==> config.mk <==
export PLATFORM = sky130hd
export DESIGN_NAME = seg7_scan_driver_flat
export DESIGN_NICKNAME = d
export VERILOG_FILES = /design/src/rtl/seg7_pkg.sv /design/src/rtl/seg7_scan_driver_if.sv /design/src/rtl/seg7_decode.sv /design/src/rtl/seg7_scan_driver.sv /design/src/flat_wrapper.sv
export SDC_FILE = /design/constraint.sdc
export NUM_CORES = 1
export LEC_CHECK = 0
export CORE_MARGIN = 2
export CORE_UTILIZATION = 30
export CTS_CLUSTER_SIZE = 8
export DETAILED_ROUTE_END_ITERATION = 10
export GPL_ROUTABILITY_DRIVEN = 1
export PLACE_DENSITY_LB_ADDON = 0.12
export REMOVE_ABC_BUFFERS = 1
export SETUP_SLACK_MARGIN = 0.5
export SLEW_MARGIN = 15
export SYNTH_ARGS = -nofsm -noshare
export SYNTH_HDL_FRONTEND = slang
export SYNTH_SLANG_ARGS = --single-unit
==> constraint.sdc <==
create_clock -name clk -period 2.4 [get_ports clk]
set_clock_uncertainty 0.1 [all_clocks]
set_input_delay 0.6 -clock clk [delete_from_list [all_inputs] [get_ports clk]]
set_output_delay 0.6 -clock clk [all_outputs]
set_load 0.005 [all_outputs]
==> src/rtl/seg7_pkg.sv <==
// seg7_pkg: shared segment/anode constants and scan phase type for the 7-segment scan driver
package seg7_pkg;
  localparam int NDIGITS = 8;
  localparam logic [6:0] SEG_0    = 7'b1000000;
  localparam logic [6:0] SEG_1    = 7'b1111001;
  localparam logic [6:0] SEG_2    = 7'b0100100;
  localparam logic [6:0] SEG_3    = 7'b0110000;
  localparam logic [6:0] SEG_4    = 7'b0011001;
  localparam logic [6:0] SEG_5    = 7'b0010010;
  localparam logic [6:0] SEG_6    = 7'b0000010;
  localparam logic [6:0] SEG_7    = 7'b1111000;
  localparam logic [6:0] SEG_8    = 7'b0000000;
  localparam logic [6:0] SEG_9    = 7'b0010000;
  localparam logic [6:0] SEG_DASH = 7'b0111111;
  localparam logic [6:0] SEG_OFF  = 7'h7F;
  localparam logic [7:0] AN_OFF   = 8'hFF;
  typedef enum logic {PH_BLANK, PH_ON} phase_t;
endpackage

==> src/rtl/seg7_scan_driver_if.sv <==
// seg7_scan_driver_if: digit word/cursor/point inputs and multiplexed display outputs
interface seg7_scan_driver_if;
  import seg7_pkg::*;
  logic [31:0]         data_i;
  logic [2:0]          cur_i;
  logic [NDIGITS-1:0]  dp_i;
  logic [NDIGITS-1:0]  an_o;
  logic [6:0]          seg_o;
  logic                dp_o;
  modport master (output data_i, cur_i, dp_i, input an_o, seg_o, dp_o);
  modport slave (input data_i, cur_i, dp_i, output an_o, seg_o, dp_o);
endinterface

==> src/rtl/seg7_decode.sv <==
// seg7_decode: 4-bit BCD to active-low {g,f,e,d,c,b,a}, dash for non-BCD codes
module seg7_decode
  import seg7_pkg::*;
(
  input  logic [3:0] bcd_i,
  output logic [6:0] seg_o
);
  // Plain lookup; codes 10..15 show a dash so corrupt digits are visible
  always_comb begin
    case (bcd_i)
      4'd0: seg_o = SEG_0;
      4'd1: seg_o = SEG_1;
      4'd2: seg_o = SEG_2;
      4'd3: seg_o = SEG_3;
      4'd4: seg_o = SEG_4;
      4'd5: seg_o = SEG_5;
      4'd6: seg_o = SEG_6;
      4'd7: seg_o = SEG_7;
      4'd8: seg_o = SEG_8;
      4'd9: seg_o = SEG_9;
      default: seg_o = SEG_DASH;
    endcase
  end
endmodule

==> src/rtl/seg7_scan_driver.sv <==
// seg7_scan_driver: 8-digit multiplexed common-anode scan with per-frame snapshot; SEG7_SCAN_BLINK_EN adds cursor blink
module seg7_scan_driver
  import seg7_pkg::*;
#(
  parameter int DIGIT_CYCLES = 100000,
  parameter int BLANK_CYCLES = 2000,
  parameter int BLINK_CYCLES = 25000000
) (
  input logic clk,
  input logic rst,
  seg7_scan_driver_if.slave bus
);
  localparam int CW = $clog2(DIGIT_CYCLES);
  logic [CW-1:0]      cnt_q, cnt_d;
  logic [2:0]         idx_q, idx_d;
  logic [31:0]        shadow_q, shadow_d;
  logic [NDIGITS-1:0] dp_shadow_q, dp_shadow_d;
  logic [NDIGITS-1:0] an_q, an_d;
  logic [6:0]         seg_q, seg_d, dec;
  logic               dp_q, dp_d;
  logic               wrap, hide;
  phase_t             phase;
`ifdef SEG7_SCAN_BLINK_EN
  localparam int BW = $clog2(BLINK_CYCLES);
  logic [BW-1:0] blink_q;
  logic          hidden_q;
  logic          blink_wrap;
  assign blink_wrap = blink_q == BW'(BLINK_CYCLES - 1);
  // Blink half-period timer; phase flips each time it wraps, starting visible
  always_ff @(posedge clk or posedge rst) begin
    if (rst) begin
      blink_q  <= '0;
      hidden_q <= 1'b0;
    end else begin
      blink_q  <= blink_wrap ? '0 : blink_q + 1'b1;
      hidden_q <= hidden_q ^ blink_wrap;
    end
  end
  assign hide = hidden_q && idx_q == bus.cur_i;
`else
  logic unused_blink;
  assign unused_blink = ^bus.cur_i ^ (BLINK_CYCLES > 0);
  assign hide = 1'b0;
`endif
  seg7_decode u_dec (.bcd_i(shadow_q[{idx_q, 2'b00} +: 4]), .seg_o(dec));
  // Next scan position, end-of-frame snapshot and the registered output image
  always_comb begin
    wrap        = cnt_q == CW'(DIGIT_CYCLES - 1);
    cnt_d       = wrap ? '0 : cnt_q + 1'b1;
    idx_d       = wrap ? idx_q + 3'd1 : idx_q;
    shadow_d    = (wrap && idx_q == 3'(NDIGITS - 1)) ? bus.data_i : shadow_q;
    dp_shadow_d = (wrap && idx_q == 3'(NDIGITS - 1)) ? bus.dp_i : dp_shadow_q;
    phase       = (cnt_q < CW'(BLANK_CYCLES) || hide) ? PH_BLANK : PH_ON;
    an_d        = phase == PH_BLANK ? AN_OFF : ~(8'd1 << idx_q);
    seg_d       = phase == PH_BLANK ? SEG_OFF : dec;
    dp_d        = phase == PH_BLANK ? 1'b1 : ~dp_shadow_q[idx_q];
  end
  // All scan state and outputs; reset blanks the display at once
  always_ff @(posedge clk or posedge rst) begin
    if (rst) begin
      cnt_q       <= '0;
      idx_q       <= '0;
      shadow_q    <= '0;
      dp_shadow_q <= '0;
      an_q        <= AN_OFF;
      seg_q       <= SEG_OFF;
      dp_q        <= 1'b1;
    end else begin
      cnt_q       <= cnt_d;
      idx_q       <= idx_d;
      shadow_q    <= shadow_d;
      dp_shadow_q <= dp_shadow_d;
      an_q        <= an_d;
      seg_q       <= seg_d;
      dp_q        <= dp_d;
    end
  end
  assign bus.an_o  = an_q;
  assign bus.seg_o = seg_q;
  assign bus.dp_o  = dp_q;
endmodule

==> src/flat_wrapper.sv <==
// flat-port wrapper written by rule: the top's interface ports become plain ports
module seg7_scan_driver_flat import seg7_pkg::*;
#(
  parameter int DIGIT_CYCLES = 100000,
  parameter int BLANK_CYCLES = 2000,
  parameter int BLINK_CYCLES = 25000000
)
  (clk, rst, bus_data_i, bus_cur_i, bus_dp_i, bus_an_o, bus_seg_o, bus_dp_o);
  seg7_scan_driver_if bus_i ();
  input logic clk;
  input logic rst;
  input wire logic [$bits(bus_i.data_i)-1:0] bus_data_i;
  input wire logic [$bits(bus_i.cur_i)-1:0] bus_cur_i;
  input wire logic [$bits(bus_i.dp_i)-1:0] bus_dp_i;
  output wire logic [$bits(bus_i.an_o)-1:0] bus_an_o;
  output wire logic [$bits(bus_i.seg_o)-1:0] bus_seg_o;
  output wire logic [$bits(bus_i.dp_o)-1:0] bus_dp_o;
  assign bus_i.data_i = bus_data_i;
  assign bus_i.cur_i = bus_cur_i;
  assign bus_i.dp_i = bus_dp_i;
  assign bus_an_o = bus_i.an_o;
  assign bus_seg_o = bus_i.seg_o;
  assign bus_dp_o = bus_i.dp_o;
  seg7_scan_driver #(.DIGIT_CYCLES(DIGIT_CYCLES), .BLANK_CYCLES(BLANK_CYCLES), .BLINK_CYCLES(BLINK_CYCLES)) u_core (.clk(clk), .rst(rst), .bus(bus_i));
endmodule
==> flow_metrics.py, run 1 <==
metrics = {
    "power": {
        "peakVddDrop_mv": 0.312,
        "cellLeakagePower_nw": 2.07,
        "p_per_area_nw_per_um2": 563,
    },
    "floorplan": {
        "start_util_pct": 31.1,
        "core_um2": 11500,
        "die_w_um": 113,
        "core.rowCount": 39,
        "io_pins": 61,
        "fp.dieH_um": 113,
        "die_area_um2": 12800,
    },
    "cells_and_area": {
        "final.fill_count": 1089,
        "antenna_cells": 0,
        "area_growth_pct": 42.6,
        "nets": 413,
        "drive_gt1_share_pct": 40.6,
        "fin_cells": 503,
    },
    "clock_tree": {
        "clk_pin_slew_worst_paths_ns": 0.06,
        "cts_tree": "yes",
        "clock_latency_ns": 0.34,
        "cts_buffer_depth": 2,
        "h-tree-depth": 3,
        "clock-sinks": 76,
        "holdBufCountCts": 0,
        "numCtsBuffers": 9,
        "clockRootBuffer": "clkbuf_16",
    },
    "flow_run": {
        "cap_violations": 0,
    },
    "timing": {
        "period_share_pct": 88.8,
        "report.final.slew_viol_count": 0,
        "slew_headroom_pct": 45.7,
        "rsz0062_at_grt": "true",
        "hold_violations": 0,
        "fmax_ghz": 0.469,
        "setup_violations": 0,
        "tightest_slew_ns": 0.811,
        "whs_ns": 0.397,
        "min_period_ns": 2.13,
    },
    "synthesis": {
        "ys_warn_count": 0,
        "synth-async-reset-ratio_pct": 100,
        "synthesis.area_um2": 3580,
        "syn_avg_cell_area_um2": 13.8,
        "yosysTopAreaCellShare_pct": 41.9,
        "ys_ff_latch": 76,
        "ys_seq_area_share_pct": 53.7,
        "synth.distinct_cells": 45,
        "synth.area.top_cells": "dfrtp_1 (42%), mux2_2 (13%), dfstp_2 (12%)",
        "synth_edf_count": 0,
        "yosys.area.top_type": "dfrtp_1",
        "ys.flop_type": "dfrtp_1",
        "synthCells": 260,
    },
    "run_status": {
        "status": "completed",
    },
    "detailed_routing": {
        "wl_per_cell_um": 16.0,
        "dr.pass1.iters": 4,
        "wl_met3_um": 319,
        "wl_met2_um": 3740,
        "routed_wl_um": 8040,
        "drt_iter0_drc": 91,
        "top_layer_used": "met4",
        "via_count": 2346,
        "drc": 0,
        "m1WireLength_um": 3860,
        "final_antenna_net_count": 0,
        "drt-vias-per-instance": 4.66,
    },
    "placed_design": {
        "hpwl_um": 5040,
        "port_buffers": 57,
        "gp_congestion": 0.745,
        "placedCellCount": 461,
    },
    "worst_setup_path": {
        "worstPathRequired_ns": 2.56,
        "path_max_fanout": 5,
        "critical_path_class": "flip-flop to flip-flop",
        "arrival_ns": 2.29,
        "startpoint_type": "flip-flop",
        "crit_path_end_kind": "flip-flop",
    },
    "global_route": {
        "grt_overflow": 0,
        "first_global_vias": 2472,
        "grt_pass1_wl_um": 13000,
        "grt_max_degree": 36,
        "groute.usage.overall_pct": 13.5,
        "antenna_found_initial": 0,
    },
    "worst_hold_path": {
        "min_path_type": "flip-flop to flip-flop",
    },
}
==> repair_timing <==
action                                  in CTS  in global routing
endpoints found under the setup margin      63                 37
gates cloned                                 4                  1
pin swaps                                    7                 10
gates resized for setup                     45                 17
setup buffers                               16                  5
==> per-stage QoR <==
stage                     worst slack, ns  total power, mW  TNS (ns)  utilization [%]  instance area, um^2
after detailed placement            0.114             1.54         0             38.0                 4380
final                               0.268             2.88         0             44.4                 5110
after global routing                0.205             3.00         0             44.4                 5110
after global placement              0.140             1.54         0             38.0                 4380
after floorplan                    -0.212             1.44    -12.72                -                 3510
after CTS                           0.255             2.91         0             43.1                 4960
==> metal layers <==
layer,vias up,GRT usage [%]
met5,-,0
met1,1155,18.4
met2,52,20.3
met3,11,3.64
li1,1128,-
met4,0,5.37
==> Yosys cell counts (2+ instances only) <==
cell type / instances
ha_1: 13
dfrtp_1: 60
and3_1: 2
a31oi_1: 2
mux4_1: 6
mux2_2: 41
nor2_1: 11
dfstp_2: 16
buf_6: 5
mux2_4: 3
or3_1: 3
a21oi_1: 6
and4_1: 3
xor2_1: 3
o21ai_0: 5
mux4_2: 4
xnor2_1: 10
nand3_1: 8
nand4_1: 4
inv_1: 8
nand2_1: 21
mux2i_1: 3
==> final timing paths <==
check / start / end / slack (ns) / cells past startpoint
setup reg to reg: u_core.idx_q[0] / u_core.bus.seg_o[4] / 0.27 / 6
setup / recovery: u_core.idx_q[0] / u_core.bus.seg_o[4] / 0.27 / 6
min in group asynchronous: rst / u_core.shadow_q[3] / 0.48 / 2
hold reg to reg: u_core.dp_shadow_q[1] / u_core.dp_shadow_q[1] / 0.40 / 1
max in group asynchronous: rst / u_core.bus.an_o[4] / 1.12 / 3
hold / removal: u_core.dp_shadow_q[1] / u_core.dp_shadow_q[1] / 0.40 / 1
==> cells in the final DEF, fill, tap and decap left out, drive strengths merged, types with 6 or more instances in the layout <==
cell and instances:
mux2 45, nand3 8, dfstp 16, xnor2 10, clkdlybuf4s50 41, o21ai 7, dlygate4sd2 16, nand2 22
inv 9, dfrtp 60, mux4 10, ha 13, clkbuf 11, a21oi 6, nor2 11, buf 34
==> power by group <==
group	internal (mW)	switching, mW
clock network	0.805	0.532
logic	0.129	0.0774
registers	1.32	0.0165
total	2.25	0.626
==> layout make-up <==
type	instances	area (um^2)	area share [%]
Clock buffer	10	229	4.48
Inverter	9	36.3	0.710
Timing Repair Buffer	92	996	19.5
Clock inverter	6	65.1	1.27
Tap cell	143	179	3.50
Multi-Input combinational cell	167	1680	32.8
Sequential cell	76	1930	37.7
==> cell families (layout without fill, tap and decap cells) <==
logic type | after synthesis | in the layout | share of synthesized area (%)
XOR/XNOR | 13 | 13 | 3.18
buffers and inverters | 17 | 117 | 2.97
adder cells (fa/ha/maj) | 13 | 13 | 4.54
multiplexers | 59 | 59 | 22.8
flip-flops | 76 | 76 | 53.6
AND/OR/NAND/NOR | 63 | 63 | 9.61
AO/OA/AOI/OAI | 19 | 19 | 3.21
==> flip-flops by register name (all words and copies together) (netlist names) <==
name,cells
u_core.dp_shadow_q,8
u_core.bus.an_o,8
u_core.bus.dp_o,1
u_core.shadow_q,32
u_core.cnt_q,17
u_core.bus.seg_o,7
u_core.idx_q,3
==> critical path, stage by stage (launching register included) <==
cell,delay (ns)
dfrtp_2,0.40
buf_12,0.13
mux4_2,0.49
mux2_4,0.33
ha_4,0.17
mux2_4,0.27
a32oi_2,0.14
No activity file was read; power rests on OpenSTA's default activity.
==> run 2, diff against run 1 <==
- DONT_BUFFER_PORTS: unset -> 1
==> flow_metrics.py, run 2 (synthesis results as in run 1) <==
metrics = {
    "global_route": {
        "grt_overflow": 0,
        "grt_max_degree": 77,
        "first_global_vias": 2254,
        "antenna_found_initial": 0,
        "grt_pass1_wl_um": 12500,
        "groute.usage.overall_pct": 13.0,
    },
    "worst_setup_path": {
        "crit_path_end_kind": "flip-flop",
        "critPathSlowestCell": "mux4_2",
        "crit_top_cell": "mux2_4",
        "startpoint_type": "flip-flop",
        "worstSetupStartpoint": "u_core.idx_q[0]",
        "rr_startpoint": "u_core.idx_q[0]",
        "worstPathRequired_ns": 2.55,
        "path_cells": "buf_12, mux4_2, mux2_4, ha_4, mux2_4, a32oi_2",
        "r2r_cells": 6,
        "r2r_slack_ns": 0.23,
        "path_max_fanout": 6,
        "max_stage_delay_ns": 0.51,
        "critical_path_class": "flip-flop to flip-flop",
        "arrival_ns": 2.32,
    },
    "clock_tree": {
        "cts_tree": "yes",
        "h-tree-depth": 3,
        "cts_buffer_depth": 2,
        "clock_latency_ns": 0.34,
        "clock-sinks": 76,
        "numCtsBuffers": 9,
        "clockRootBuffer": "clkbuf_16",
        "clk_pin_slew_worst_paths_ns": 0.06,
    },
    "cells_and_area": {
        "nets": 353,
        "largest_register_ffs": 32,
        "mostFrequentLayoutCell": "dfrtp_1",
        "regMostFlops": "u_core.shadow_q",
        "antenna_cells": 0,
        "final_cell_mix": "dfrtp_1 (56), mux2_2 (39), nand2_1 (21)",
        "drive_gt1_share_pct": 48.3,
        "reg.largest.list": "u_core.shadow_q: 32 flops, u_core.cnt_q: 17 flops",
        "area_growth_pct": 28.7,
    },
    "placed_design": {
        "port_buffers": 0,
        "gp_congestion": 0.740,
        "hpwl_um": 4820,
    },
    "detailed_routing": {
        "wl_per_cell_um": 17.8,
        "routed_wl_um": 7860,
        "drt-vias-per-instance": 4.85,
        "via_count": 2148,
        "drc": 0,
        "dr.pass1.iters": 4,
        "drt_iter0_drc": 72,
        "final_antenna_net_count": 0,
    },
    "flow_run": {
        "cap_violations": 0,
    },
    "timing": {
        "report.final.slew_viol_count": 0,
        "setup_violations": 0,
        "period_share_pct": 90.5,
        "fmax_ghz": 0.461,
        "hold_violations": 0,
        "fin_tns_setup_ns": 0,
        "rsz0062_at_grt": "true",
        "min_period_ns": 2.17,
        "tightest_slew_ns": 0.781,
        "slew_headroom_pct": 47.7,
    },
    "floorplan": {
        "core.rowCount": 39,
        "die_area_um2": 12800,
        "core_um2": 11500,
        "start_util_pct": 31.1,
        "io_pins": 61,
        "die_w_um": 113,
        "fp.dieH_um": 113,
    },
    "power": {
        "p_per_area_nw_per_um2": 677,
        "cellLeakagePower_nw": 1.90,
        "peakVddDrop_mv": 0.368,
        "power_mw": 3.12,
    },
    "run_status": {
        "status": "completed",
    },
    "worst_hold_path": {
        "min_path_type": "input pin to async pin",
    },
}
[run 2: cell count changes in the layout (fill, tap and decap cells not counted), moves of 2 or more]
cell             before  now
mux2_4                4    6
dlygate4sd2_1        16    0
buf_6                 6    4
bufinv_16             1    4
clkdlybuf4s50_1      41    0
[run 2: cell type report]
type / count / area (um^2)
fillers: 1110 / 6910
inverters: 9 / 37.5
repair buffers: 32 / 413
clock buffers: 10 / 229
flip-flops and latches: 76 / 1930
well taps: 143 / 179
multi-input cells: 167 / 1690
clock inverters: 6 / 136
[run 2: power breakdown]
group / switching, mW / internal, mW / leakage, nW
Sequential: 0.0165 / 1.32 / 0.893
Combinational: 0.0653 / 0.0661 / 0.833
Clock: 0.534 / 1.12 / 0.173
Total: 0.615 / 2.51 / 1.90
[run 2: worst paths after layout]
kind	to
min in group clk	u_core.shadow_q[12]
hold reg to reg	u_core.dp_shadow_q[5]
setup / recovery	u_core.bus.seg_o[4]
hold / removal	u_core.dp_shadow_q[2]
setup reg to reg	u_core.bus.seg_o[4]
max in group asynchronous	u_core.bus.an_o[2]
[run 2: metal layers]
metal | GRT usage (%) | share of wire, % | up-vias
li1 | - | - | 1013
met4 | 5.12 | 1.6 | 0
met3 | 5.30 | 5.9 | 10
met2 | 19.2 | 46 | 52
met5 | 0 | 0 | -
met1 | 17.2 | 46 | 1073
[run 2: through the flow]
stage,util [%],hold WS [ns],std cells,setup WS [ns],area [um^2]
after floorplan,-,0.355,252,-0.212,3510
after global placement,33.0,0.381,404,0.169,3790
after detailed placement,33.0,0.382,404,0.149,3790
after CTS,38.9,0.144,438,0.224,4480
after global routing,40.0,0.134,443,0.185,4610
final,40.0,0.117,443,0.229,4610
[run 2: worst max-delay path, delay by kind of cell (launching register included)]
kind / cells / cell delay (ns)
adders and majority gates: 1 / 0.18
muxes: 3 / 1.13
buffers and inverters: 1 / 0.14
AOI/OAI and AO/OA: 1 / 0.15
DFF: 1 / 0.39
[run 2: timing repair]
action | 4_1_cts | 5_1_grt
setup buffers | 15 | 3
hold buffers | 0 | 0
gates resized for setup | 33 | 14
endpoints found under the setup margin | 47 | 29
pin swaps | 10 | 9
cloned | 3 | 2
